===== src/rtl/boid_display_sequencer.sv =====
// Frame refresh sequencer for the boid display RAM: clear, wait for the clear,
// then sweep the boid read index with the display write enable asserted.
module boid_display_sequencer #(
  parameter int unsigned MAX_BOIDS      = 128,
  parameter int unsigned BITS_FOR_BOIDS = 7,
  parameter int unsigned REFRESH_PERIOD = 2097152
) (
  input  logic                      clock,
  input  logic                      reset,
  input  logic [1:0]                mode,
  input  logic                      pause,
  input  logic                      screen_end,
  input  logic [BITS_FOR_BOIDS:0]   num_boids,
  input  logic                      clear_busy,
  output logic                      clear_pulse,
  output logic                      disp_we,
  output logic [BITS_FOR_BOIDS-1:0] boid_sel,
  output logic                      busy,
  output logic                      frame_done,
  output logic [7:0]                overrun_count
);

  localparam int unsigned NW = BITS_FOR_BOIDS + 1;
  localparam int unsigned SW = BITS_FOR_BOIDS;
  localparam int unsigned TW = (REFRESH_PERIOD > 2) ? $clog2(REFRESH_PERIOD) : 1;
  localparam logic [TW-1:0] TIMER_LAST = TW'(REFRESH_PERIOD - 1);
  localparam logic [NW-1:0] N_MAX      = NW'(MAX_BOIDS);

  typedef enum logic [2:0] {
    IDLE     = 3'd0,
    CLEAR    = 3'd1,
    WAIT_CLR = 3'd2,
    SWEEP    = 3'd3,
    DONE     = 3'd4
  } state_t;

  state_t          state, state_n;
  logic [TW-1:0]   timer, timer_n;
  logic            se_q;
  logic [NW-1:0]   n_q, n_n;
  logic            clear_pulse_n, disp_we_n, busy_n, frame_done_n;
  logic [SW-1:0]   boid_sel_n;
  logic [7:0]      overrun_n;
  logic            trigger;
  logic            last_sel;

  // Refresh source: screen_end rising edge or free-running timer wrap.
  always_comb begin
    trigger = 1'b0;
    timer_n = '0;
    if (mode == 2'd0) begin
      trigger = screen_end && !se_q;
    end else if (mode == 2'd1) begin
      trigger = (timer == TIMER_LAST);
      timer_n = (timer == TIMER_LAST) ? '0 : timer + TW'(1);
    end
  end

  assign last_sel = ({1'b0, boid_sel} == (n_q - NW'(1)));

  // Next-state and next-output logic.
  always_comb begin
    state_n       = state;
    n_n           = n_q;
    clear_pulse_n = 1'b0;
    disp_we_n     = 1'b0;
    frame_done_n  = 1'b0;
    boid_sel_n    = boid_sel;
    overrun_n     = overrun_count;

    if (trigger && (state != IDLE) && (overrun_count != 8'hFF)) begin
      overrun_n = overrun_count + 8'd1;
    end

    case (state)
      IDLE: begin
        if (trigger && !pause) begin
          state_n       = CLEAR;
          n_n           = (num_boids > N_MAX) ? N_MAX : num_boids;
          clear_pulse_n = 1'b1;
          boid_sel_n    = '0;
        end
      end
      CLEAR: begin
        state_n = WAIT_CLR;
      end
      WAIT_CLR: begin
        if (!clear_busy) begin
          if (n_q != '0) begin
            state_n    = SWEEP;
            disp_we_n  = 1'b1;
            boid_sel_n = '0;
          end else begin
            state_n      = DONE;
            frame_done_n = 1'b1;
          end
        end
      end
      SWEEP: begin
        if (last_sel) begin
          state_n      = DONE;
          frame_done_n = 1'b1;
          boid_sel_n   = '0;
        end else begin
          disp_we_n  = 1'b1;
          boid_sel_n = boid_sel + SW'(1);
        end
      end
      DONE: begin
        state_n    = IDLE;
        boid_sel_n = '0;
      end
      default: begin
        state_n    = IDLE;
        boid_sel_n = '0;
      end
    endcase

    busy_n = (state_n != IDLE);
  end

  // State and registered outputs.
  always_ff @(posedge clock or posedge reset) begin
    if (reset) begin
      state         <= IDLE;
      timer         <= '0;
      se_q          <= 1'b0;
      n_q           <= '0;
      clear_pulse   <= 1'b0;
      disp_we       <= 1'b0;
      boid_sel      <= '0;
      busy          <= 1'b0;
      frame_done    <= 1'b0;
      overrun_count <= '0;
    end else begin
      state         <= state_n;
      timer         <= timer_n;
      se_q          <= screen_end;
      n_q           <= n_n;
      clear_pulse   <= clear_pulse_n;
      disp_we       <= disp_we_n;
      boid_sel      <= boid_sel_n;
      busy          <= busy_n;
      frame_done    <= frame_done_n;
      overrun_count <= overrun_n;
    end
  end

endmodule


===== config.mk =====
export PLATFORM = sky130hd
export DESIGN_NAME = boid_display_sequencer
export DESIGN_NICKNAME = d
export VERILOG_FILES = /design/src/rtl/boid_display_sequencer.sv
export SDC_FILE = /design/constraint.sdc
export NUM_CORES = 1
export LEC_CHECK = 0
export CAP_MARGIN = 30
export CORE_ASPECT_RATIO = 0.9
export CORE_MARGIN = 1.5
export CORE_UTILIZATION = 47
export DETAILED_ROUTE_END_ITERATION = 10
export PLACE_DENSITY = 0.69
export SLEW_MARGIN = 40
export SYNTH_ARGS = -nofsm -noshare
export SYNTH_HDL_FRONTEND = slang
export SYNTH_SLANG_ARGS = --single-unit

===== constraint.sdc =====
create_clock -name clock -period 5.4 [get_ports clock]
set_clock_uncertainty 0.1 [all_clocks]
set_input_delay 1.08 -clock clock [delete_from_list [all_inputs] [get_ports clock]]
set_output_delay 1.08 -clock clock [all_outputs]
set_load 0.05 [all_outputs]

* After elaboration in Yosys (flattened, before gate mapping)
Index checks and enable logic that the tools add are counted.
W data, S select, Z words.
** Storage, ports and cells
- Register bits after elaboration :: 52
- Bits of input ports :: 15
- Output and inout port bits :: 19
** Cells by class
- Add/sub/neg operators :: 4
- Order comparisons :: 1
- Equal/unequal tests :: 10
- Muxes and demuxes :: 26
- Bitwise logic cells :: 1
- Reductions and logical operators :: 13
** Operator list (number)
- $mux W21 :: 3
- $mux W7 :: 4
- $pmux W7 S4 :: 1
- $add A21 B1 Y21 const B :: 1
- $eq A21 B21 Y1 const B :: 1
- $mux W3 :: 4
- $pmux W3 S4 :: 1
- $mux W1 :: 10
- $add A8 B1 Y8 const B :: 1
- $eq A7 B8 Y1 :: 1
- $gt A8 B8 Y1 const B :: 1
- $mux W8 :: 1
- $ne A8 B8 Y1 const B :: 1
- $reduce_bool A8 Y1 :: 1
- $sub A8 B1 Y8 const B :: 1
- $add A7 B1 Y7 const B :: 1
- $eq A3 B2 Y1 const B :: 2
- $ne A2 B2 Y1 const B :: 3
- $reduce_bool A3 Y1 :: 2
- $logic_and A1 B1 Y1 :: 4
- $pmux W1 S2 :: 2
- $reduce_and A4 Y1 :: 1
- $eq A3 B1 Y1 const B :: 1
- $logic_not A3 Y1 :: 1
- other kinds (5) :: 6

* Longest topological paths before layout
Gate-level depths: netlist (run 1).
- Word-level depth :: 7
- Gate-level depth with buffers :: 8

* Worst setup path before layout (run 1)
OpenSTA, ideal clock, no wires.
- Path type :: reg-to-reg
- Start point :: register n_q[0]
- End point :: register state[0]
- Setup time :: 0.118 ns
- Data arrival time :: 2.185 ns
- Path slack :: 2.997 ns
- Stages on the path, launching flop included :: 9
- Cells stage by stage :: dfrtp_1 inv_1 ha_1 or4_1 o211ai_1 o32ai_1 a2111o_1 or2_4 a21o_1
** Between the ends
- Cells in the longest elaborated chain, start to end :: 4
- Elaborated cells on any way between the ends :: 7
- Classes of those cells :: add/sub: 1; eq/ne: 1; mux: 4; reduce/logical: 1
** Ends and longest elaborated chain
- start, declared :: RTL line 40 : logic [NW-1:0] n_q, n_n;
- start signal, assigned :: RTL line 139 : n_q <= n_n;
- $sub A8 B1 Y8 or $reduce_bool A8 Y1 (tied branches) :: RTL line 59, 89
- $eq A7 B8 Y1 or $mux W3 (tied branches) :: RTL line 59, 89
- $mux W3 (on tied branches) :: RTL line 100, 88
- $pmux W3 S4 * :: RTL line 75 : case (state)
- net state_n[0] :: RTL line 37 : state_t state, state_n;
- end signal, assigned :: RTL line 136 : state <= state_n;
- end, declared :: RTL line 37
Mark *: on every way through the listed nets, which the timed path passes. The rest lies on a longest branch.
A chain may end at the register's enable or synchronous reset.

* Worst setup path after layout (run 1)
- Start point :: input mode[0]
- End point :: register n_q[7]
** Between the ends
- Cells in the longest elaborated chain, start to end :: 5
- Elaborated cells on any way between the ends :: 6
- Classes of those cells :: eq/ne: 1; mux: 2; reduce/logical: 3
** Ends and longest elaborated chain
- start, declared :: RTL line 10 : input logic [1:0] mode,
- $eq A2 B1 Y1 :: RTL line 53 : end else if (mode == 2'd1) begin
- $mux W1 :: RTL line 53
- $mux W1 * :: RTL line 51 : if (mode == 2'd0) begin
- $logic_and A1 B1 Y1 * :: RTL line 77 : if (trigger && !pause) begin
- $reduce_and A2 Y1 (no line) *
Mark *: on every way between the ends. The rest lies on a longest branch, timed or not.

==> results.txt, run 1 <==
Ranked by total cell area, the synthesized netlist is headed by sky130_fd_sc_hd__dfrtp_1, sky130_fd_sc_hd__xnor2_1, sky130_fd_sc_hd__nor2_1, sky130_fd_sc_hd__xor2_1, sky130_fd_sc_hd__nand3_1. The cell with the biggest individual delay on the critical path is sky130_fd_sc_hd__clkdlybuf4s50_1. The worst slew margin relative to its limit came out at 52.9%. The synthesized netlist cell count came out at 274.

The critical path endpoint category is a flip-flop. The library cell occupying the most area in the post-synthesis netlist is sky130_fd_sc_hd__dfrtp_1. The slew of the pin with the lowest slew margin came out at 0.702 ns. The CTS tree is yes. In the synthesized netlist, the cells that appear most often are sky130_fd_sc_hd__dfrtp_1, sky130_fd_sc_hd__nor2_1, sky130_fd_sc_hd__inv_1, sky130_fd_sc_hd__xnor2_1, sky130_fd_sc_hd__nand3_1. Summed over all nets, the switching power comes to 0.505 mW. The fraction of the cycle the final worst path needs came out at 54.3%. The wire length of the first global-routing pass is 9.26 mm. The cell family contributing the most delay on the critical path is buffers and inverters. The synthesized cell area is 2700 sq um.

The number of synthesized flops with an enable pin is 0. The area of combinational cells with multiple inputs is 1320 sq um. Summed over all nets, wire length on met3 after detailed routing comes to 214 microns.

Entering global routing, the biggest net connects 53 pins. At the worst endpoint, the arrival time is 3.03 ns. The sequential power share came out at 45.0%. The switching fraction of total power came out at 40.5%. The part of the Yosys area used for sequential elements is 48.2%. The average wire length per cell after detail routing came out at 14.0 microns. The latest clock arrival within the worst-skew pair came out at 0.30 ns. The reported leakage power is 1.33 nW. The synthesis warning total came out at 0. The number of gates resized after CTS was 0.

The synthesized flop and latch total is 52. The number of antenna diodes in the final layout is 0. The placed wire-length estimate came out at 3.75 mm. Cells with a size suffix above 1 make up 6.05% of the layout. Max-cap violations in this run came to 0. Setup repair after global routing left no endpoint under its margin. CTS built an H-tree with a depth of 2. The via count of the first global-routing pass came to 1941. sky130_fd_sc_hd__dfrtp_1 is the most common cell in the netlist.

The area added between synthesis and finish came out at 18.9%. The final antenna-violating net count is 0. The die area is 6210 sq um. The post-CTS setup buffer count came out at 0. The via count is 2071.

The worst path required time came out at 5.50 ns. The combined buffer and inverter count along the critical path is 2. Setup violations remaining at the end of the flow were counted as 0. The chip width came out at 82.9 microns. The largest fanout on the critical path came out at 11. The count of distinct cell types in the synthesized netlist came out at 47. Clock-pin slew was measured on the worst setup and hold paths at 0.09 ns. The category of the worst setup path launch point is an input port.

The portion of synthesized cell area occupied by the leading cell type is 48.2%. The worst-case IR drop observed on VDD is 0.245 mV. The power per unit of standard cell area is 389 nW/um^2. The critical path's largest stage delay is 0.51 ns. For this block, the routed nets add up to 5.33 mm of wire. Buffers inserted during clock tree synthesis total 5.

Using the TritonRoute via totals, the vias-per-cell ratio works out to 5.44. The clock share of power is 18.3%. The initial antenna violation count is 0. The count of pins over their slew limit is 0.

Dividing the synthesized area by the synthesized cell count gives 9.85 sq um. The final critical delay including setup and external delays came out at 2.93 ns. The setup TNS came out at 0 ns. The clock net sink count came out at 52. The min-delay analysis places its worst path in the category flip-flop to flip-flop. The fraction of synthesis flops using an asynchronous set or reset pin is 100%.

The total count of hold-check failures in the final report came to 0. Counting the fill cells in the layout gives 478. Measured along the y axis, the die boundary spans 74.9 microns. The sequential cell area came out at 1300 sq um. The highest clock frequency the design can meet came out at 341 MHz. The placeable core area is 5380 sq um. The net count of the mapped netlist came out at 294. The worst-case clock buffer depth came out at 2.

The routability-driven placement congestion ratio came out at 0.827. Traced cell by cell, the critical path runs through clkdlybuf4s50_1, nand2_1, nor3_1, a21oi_2, nor4_4, buf_4, mux2_2. The count of input and output buffers is 33. Summed over all nets, wire length on met2 after detailed routing comes to 2.33 mm.

The iteration-0 DRC count of the detailed router came out at 128. After the last flow step, the layout net total stands at 333. The post-detailed-route DRC marker count came out at 0. The tree is rooted in a sky130_fd_sc_hd__clkbuf_8. The run finished with clean final reports.

Buffers inserted to repair hold after CTS numbered 0. The combinational power share came out at 36.7%. The global-route usage over all layers came out at 18.8%. Overall power consumption after layout is estimated at 1.25 mW.

The highest signal layer in the routed design is met4. After global routing the overflow that remains totals 0. The internal power summed over all cells came out at 0.742 mW. The predominant post-synthesis flop cell is sky130_fd_sc_hd__dfrtp_1. The category of the most critical setup path is input port to flip-flop. The number of core rows is 25. The first detailed-routing pass took 4 iterations.

The sum of routed wire segments on met1 is 2.73 mm. The number of ports placed on the die boundary is 34. The starting utilization of the core area came out at 50.2%.
## state kept, by name (all words and copies together) (netlist names)
name / flops
se_q: 1
boid_sel: 7
timer: 21
disp_we: 1
frame_done: 1
clear_pulse: 1
overrun_count: 8
busy: 1
n_q: 8
state: 3
## power by group through the flow
stage	sequential, mW	combinational, mW	clock [mW]
6_report	0.561	0.458	0.228
3_3_place_gp	0.567	0.447	0
3_5_place_dp	0.567	0.459	0
5_1_grt	0.578	0.509	0.248
2_1_floorplan	0.643	0.231	0
4_1_cts	0.561	0.460	0.236
## placed cells by master (no fill, tap or decap), drive strengths merged, types with 13 or more instances in the layout
cell type,n
nor2,39
o21ai,14
nand3,17
dfrtp,52
nand2,13
xnor2,18
inv,18
xor2,15
clkdlybuf4s50,33
## final timing paths
path                       cells past startpoint  slack (ns)                      endpoint                         start
max                                            7        2.47            n_q[7]$_DFFE_PP0P_                       mode[0]
min                                            1        0.39  overrun_count[5]$_DFFE_PP0P_  overrun_count[5]$_DFFE_PP0P_
max reg2reg                                    8        2.70            state[0]$_DFF_PP0_            n_q[0]$_DFFE_PP0P_
min reg2reg                                    1        0.39  overrun_count[5]$_DFFE_PP0P_  overrun_count[5]$_DFFE_PP0P_
max in group asynchronous                      2        3.67            timer[1]$_DFF_PP0_                         reset
min in group asynchronous                      2        1.11  overrun_count[0]$_DFFE_PP0P_                         reset
## worst register-to-register path, cell delays in order (launching register included)
cell	delay [ns]
sky130_fd_sc_hd__dfrtp_1	0.50
sky130_fd_sc_hd__inv_1	0.13
sky130_fd_sc_hd__ha_1	0.30
sky130_fd_sc_hd__or4_1	0.41
sky130_fd_sc_hd__o211ai_1	0.17
sky130_fd_sc_hd__o32ai_1	0.09
sky130_fd_sc_hd__a2111o_1	0.43
sky130_fd_sc_hd__or2_4	0.30
sky130_fd_sc_hd__a21o_1	0.18
## per-layer routing
metal,vias to the layer above,GRT usage [%]
met5,-,0
met4,0,5.00
met3,7,3.95
met2,40,28.3
met1,990,27.9
li1,1034,-
## stage by stage
stage          utilization, %  worst slack (ns)  area, sq um  hold slack [ns]  instances
2_1_floorplan               -              2.96         2700            0.355        274
3_3_place_gp             57.6              2.09         3100            0.380        371
3_5_place_dp             57.7              2.03         3100            0.380        371
4_1_cts                  59.3              2.36         3190            0.392        379
5_1_grt                  59.6              2.37         3210            0.419        381
6_report                 59.6              2.47         3210            0.391        381
## final cells by class
cell class,count,area share [%]
Sequential cell,52,40.6
Clock buffer,8,2.81
Timing Repair Buffer,35,10.8
Inverter,18,2.18
Multi-Input combinational cell,201,41.1
Tap cell,67,2.61
## cell families after synthesis
logic type      synth area share, %
mux                            1.21
fa+ha+maj                      2.32
compound gates                 10.1
simple gates                   24.5
flops                          48.2
buf+inv                        2.97
xor+xnor                       10.7
(Power assumes the default switching activity.)
==> run 2, diff against run 1 <==
--- a/config.mk
+++ b/config.mk
@@ -10,7 +10,7 @@
 export CORE_MARGIN = 1.5
 export CORE_UTILIZATION = 47
 export DETAILED_ROUTE_END_ITERATION = 10
-export PLACE_DENSITY = 0.69
+export PLACE_DENSITY = 0.72
 export SLEW_MARGIN = 40
 export SYNTH_ARGS = -nofsm -noshare
 export SYNTH_HDL_FRONTEND = slang
==> constraint.sdc (replaced) <==
create_clock -name clock -period 2.6 [get_ports clock]
set_clock_uncertainty 0.1 [all_clocks]
set_input_delay 0.52 -clock clock [delete_from_list [all_inputs] [get_ports clock]]
set_output_delay 0.52 -clock clock [all_outputs]
set_load 0.05 [all_outputs]
==> results.txt, run 2 (synthesis results as in run 1) <==
The run finished with clean final reports. The global-route usage over all layers is 18.3% (-0.49 points). The source of the critical timing path is n_q[1]$_DFFE_PP0P_.

The placeable core area came out at 5380 sq um (unchanged). The clock buffer count from CTS came to 5 (unchanged). The initial antenna violation count came out at 0 (unchanged). The number of fill cells in the layout is 445 (-6.9%). The final setup violation count is 0 (unchanged). The wire length of the first global-routing pass is 9.10 mm (-1.7%).

The power per unit of standard cell area came out at 820 nW/um^2 (+110%). The path class of the lowest-slack min-delay path is flip-flop to flip-flop. The routability-driven placement congestion ratio came to 0.807 (-2.3%). The y dimension of the die is 74.9 microns (unchanged).

The via count came out at 2104 (+1.6%). The critical path in this run is classified as flip-flop to flip-flop. The worst setup path is captured at a flip-flop. The area of combinational cells with multiple inputs is 1320 sq um (unchanged). The count of input and output buffers came out at 33 (unchanged). The startpoint identified for the worst hold timing path is timer[0]$_DFF_PP0_.

The total count of hold-check failures in the final report came out at 0 (unchanged). The clock net sink count is 52 (unchanged). The post-CTS setup buffer count came out at 0 (unchanged). The combinational power share came to 36.5% (-0.2 points). The post-detailed-route DRC marker count came to 0 (unchanged). The starting utilization of the core area is 50.2% (unchanged). Walking the worst path, the cells encountered are inv_1, ha_1, or4_1, o211ai_1, o32ai_1, a2111o_1, buf_4, o21ai_0, o31ai_1. Compared with the post-synthesis result, the final layout area differs by 21.7%. The via count of the first global-routing pass came out at 2019 (+4.0%).

The latest clock arrival within the worst-skew pair was 0.31 ns (about the same). The worst-case clock buffer depth was 2 (unchanged). The setup TNS came out at 0 ns (unchanged). The post-detailed-routing wire length came out at 5.21 mm (-2.3%).

The count of pins over their slew limit is 0 (unchanged). The iteration-0 DRC count of the detailed router came out at 100 (-22%). The level count of the clock H-tree is 2 (unchanged).

The pin count of the biggest net entering global routing came to 53 (unchanged). The worst setup path is launched from a flip-flop. The clock transition at the registers of the reported paths is 0.09 ns (about the same).

More flip-flops sit in one register than any other, and that register is timer. The sequential power share is 42.6% (-2.4 points). The number of core rows is 25 (unchanged). The cell family contributing the most delay on the critical path is compound AO/OA/AOI/OAI gates. The average wire length per cell after detail routing is 13.5 microns (-3.8%). The critical path's largest stage delay came out at 0.42 ns (-0.09 ns). The library cells used most frequently in the layout, excluding fill and tap cells, are sky130_fd_sc_hd__dfrtp_1, sky130_fd_sc_hd__nor2_1, sky130_fd_sc_hd__clkdlybuf4s50_1. The share of cells above drive strength 1 is 8.13% (+2.1 points).

The final antenna-violating net count is 0 (unchanged). The combined buffer and inverter count along the critical path is 2 (unchanged). The largest registers in the layout are timer (21), n_q (8), overrun_count (8). The switching power of the nets came out at 1.05 mW (+110%).

The number of iterations in the first detailed-routing pass is 4 (unchanged). The flip-flop count of the largest register, all copies and words added is 21 (unchanged). The CTS tree is yes. The power after layout came out at 2.69 mW (+120%).

The via density per instance is 5.44 (about the same). The post-cts sizing count is 0 (unchanged). The max capacitance violation total is 0 (unchanged). The internal power summed over all cells was 1.64 mW (+120%).

The worst path required time came out at 2.69 ns (-2.81 ns). The library cell used most frequently in the layout, excluding fill and tap cells, is sky130_fd_sc_hd__dfrtp_1. The sequential cell area is 1300 sq um (unchanged).

The number of inserted diodes came to 0 (unchanged). The number of ports placed on the die boundary came out at 34 (unchanged). The post-layout net count is 339 (+1.8%). The worst register-to-register path begins at n_q[1]$_DFFE_PP0P_. The die area came out at 6210 sq um (unchanged).

The clock share of power is 21.0% (+2.7 points). The highest clock frequency the design can meet came out at 419 MHz. The count of hold-fix buffers inserted at cts came out at 0 (unchanged). The slowest stage of the critical path belongs to the cell sky130_fd_sc_hd__dfrtp_1. The slew of the pin with the lowest slew margin is 0.500 ns (-0.201 ns). Setup repair after global routing left no endpoint under its margin.

The placed wire-length estimate came out at 3.79 mm (+1.2%). The leftover overflow at the end of global routing is 0 (unchanged). The reported leakage power is 1.37 nW (+3.2%).

The fraction of the cycle the final worst path needs came out at 91.7%. The chip width is 82.9 microns (unchanged). The final critical delay including setup and external delays is 2.38 ns. The root buffer cell chosen for the clock tree is sky130_fd_sc_hd__clkbuf_8. The switching fraction of total power was 39.1% (-1.4 points).

The largest fanout on the critical path is 7 (-4). The maximum vdd ir drop was 0.536 mV (+120%). The worst slew margin relative to its limit is 66.5% (+14 points). The worst path arrival time came out at 2.48 ns (-0.55 ns).
-- run 2: through the flow --
stage | util [%] | area (sq um) | hold WS, ns | setup WS (ns) | cells
6_report | 61.0 | 3280 | 0.398 | 0.216 | 387
5_1_grt | 61.0 | 3280 | 0.428 | 0.0629 | 387
3_5_place_dp | 59.0 | 3170 | 0.394 | 0.153 | 379
4_1_cts | 61.0 | 3280 | 0.407 | 0.218 | 387
3_3_place_gp | 59.0 | 3170 | 0.369 | 0.241 | 379
2_1_floorplan | - | 2700 | 0.355 | 0.197 | 274
-- run 2: final timing paths --
kind | slack [ns] | cells past startpoint | endpoint
worst max-delay path | 0.22 | 9 | state[1]$_DFF_PP0_
worst min-delay path | 0.40 | 1 | timer[0]$_DFF_PP0_
worst max register to register | 0.22 | 9 | state[1]$_DFF_PP0_
worst min register to register | 0.40 | 1 | timer[0]$_DFF_PP0_
max in group asynchronous | 1.71 | 3 | boid_sel[0]$_DFFE_PP0P_
min in group asynchronous | 0.45 | 3 | overrun_count[2]$_DFFE_PP0P_
-- run 2: layout make-up --
| type | count | share of cell area, % |
|---|---|---|
| sequential | 52 | 39.6 |
| clock buffer | 6 | 2.21 |
| multi-input combinational | 201 | 40.1 |
| timing repair buffer | 41 | 12.3 |
| inverter | 18 | 2.06 |
| clock inverter | 2 | 1.18 |
| tap | 67 | 2.55 |
-- run 2: metal layers --
metal	up-vias	track usage, %	wire [microns]
met3	8	4.28	187
li1	1044	-	-
met4	0	6.85	65
met5	-	0	0
met2	33	30.5	2430
met1	1019	23.7	2530
-- run 2: worst reg2reg max path: cells and delay by family, from the launching register on --
family / cells / cell delay (ns)
AOI/OAI and AO/OA: 5 / 0.80
adders and majority gates: 1 / 0.26
buffers and inverters: 2 / 0.27
DFF: 1 / 0.42
and+or+nand+nor: 1 / 0.41
-- run 2: power groups by stage --
stage | Clock [mW] | Combinational (mW) | Sequential, mW
6_report | 0.565 | 0.982 | 1.15
5_1_grt | 0.611 | 1.08 | 1.18
4_1_cts | 0.582 | 0.990 | 1.15
3_5_place_dp | 0 | 0.987 | 1.17
3_3_place_gp | 0 | 0.974 | 1.16
2_1_floorplan | 0 | 0.481 | 1.34
==> run 3, diff against run 2 <==
--- a/config.mk
+++ b/config.mk
@@ -10,6 +10,7 @@
 export CORE_MARGIN = 1.5
 export CORE_UTILIZATION = 47
 export DETAILED_ROUTE_END_ITERATION = 10
+export GPL_ROUTABILITY_DRIVEN = 0
 export PLACE_DENSITY = 0.72
 export SLEW_MARGIN = 40
 export SYNTH_ARGS = -nofsm -noshare
==> results of run 3 <==
Same layout as run 2: the final DEF is identical, and so are final timing and power.
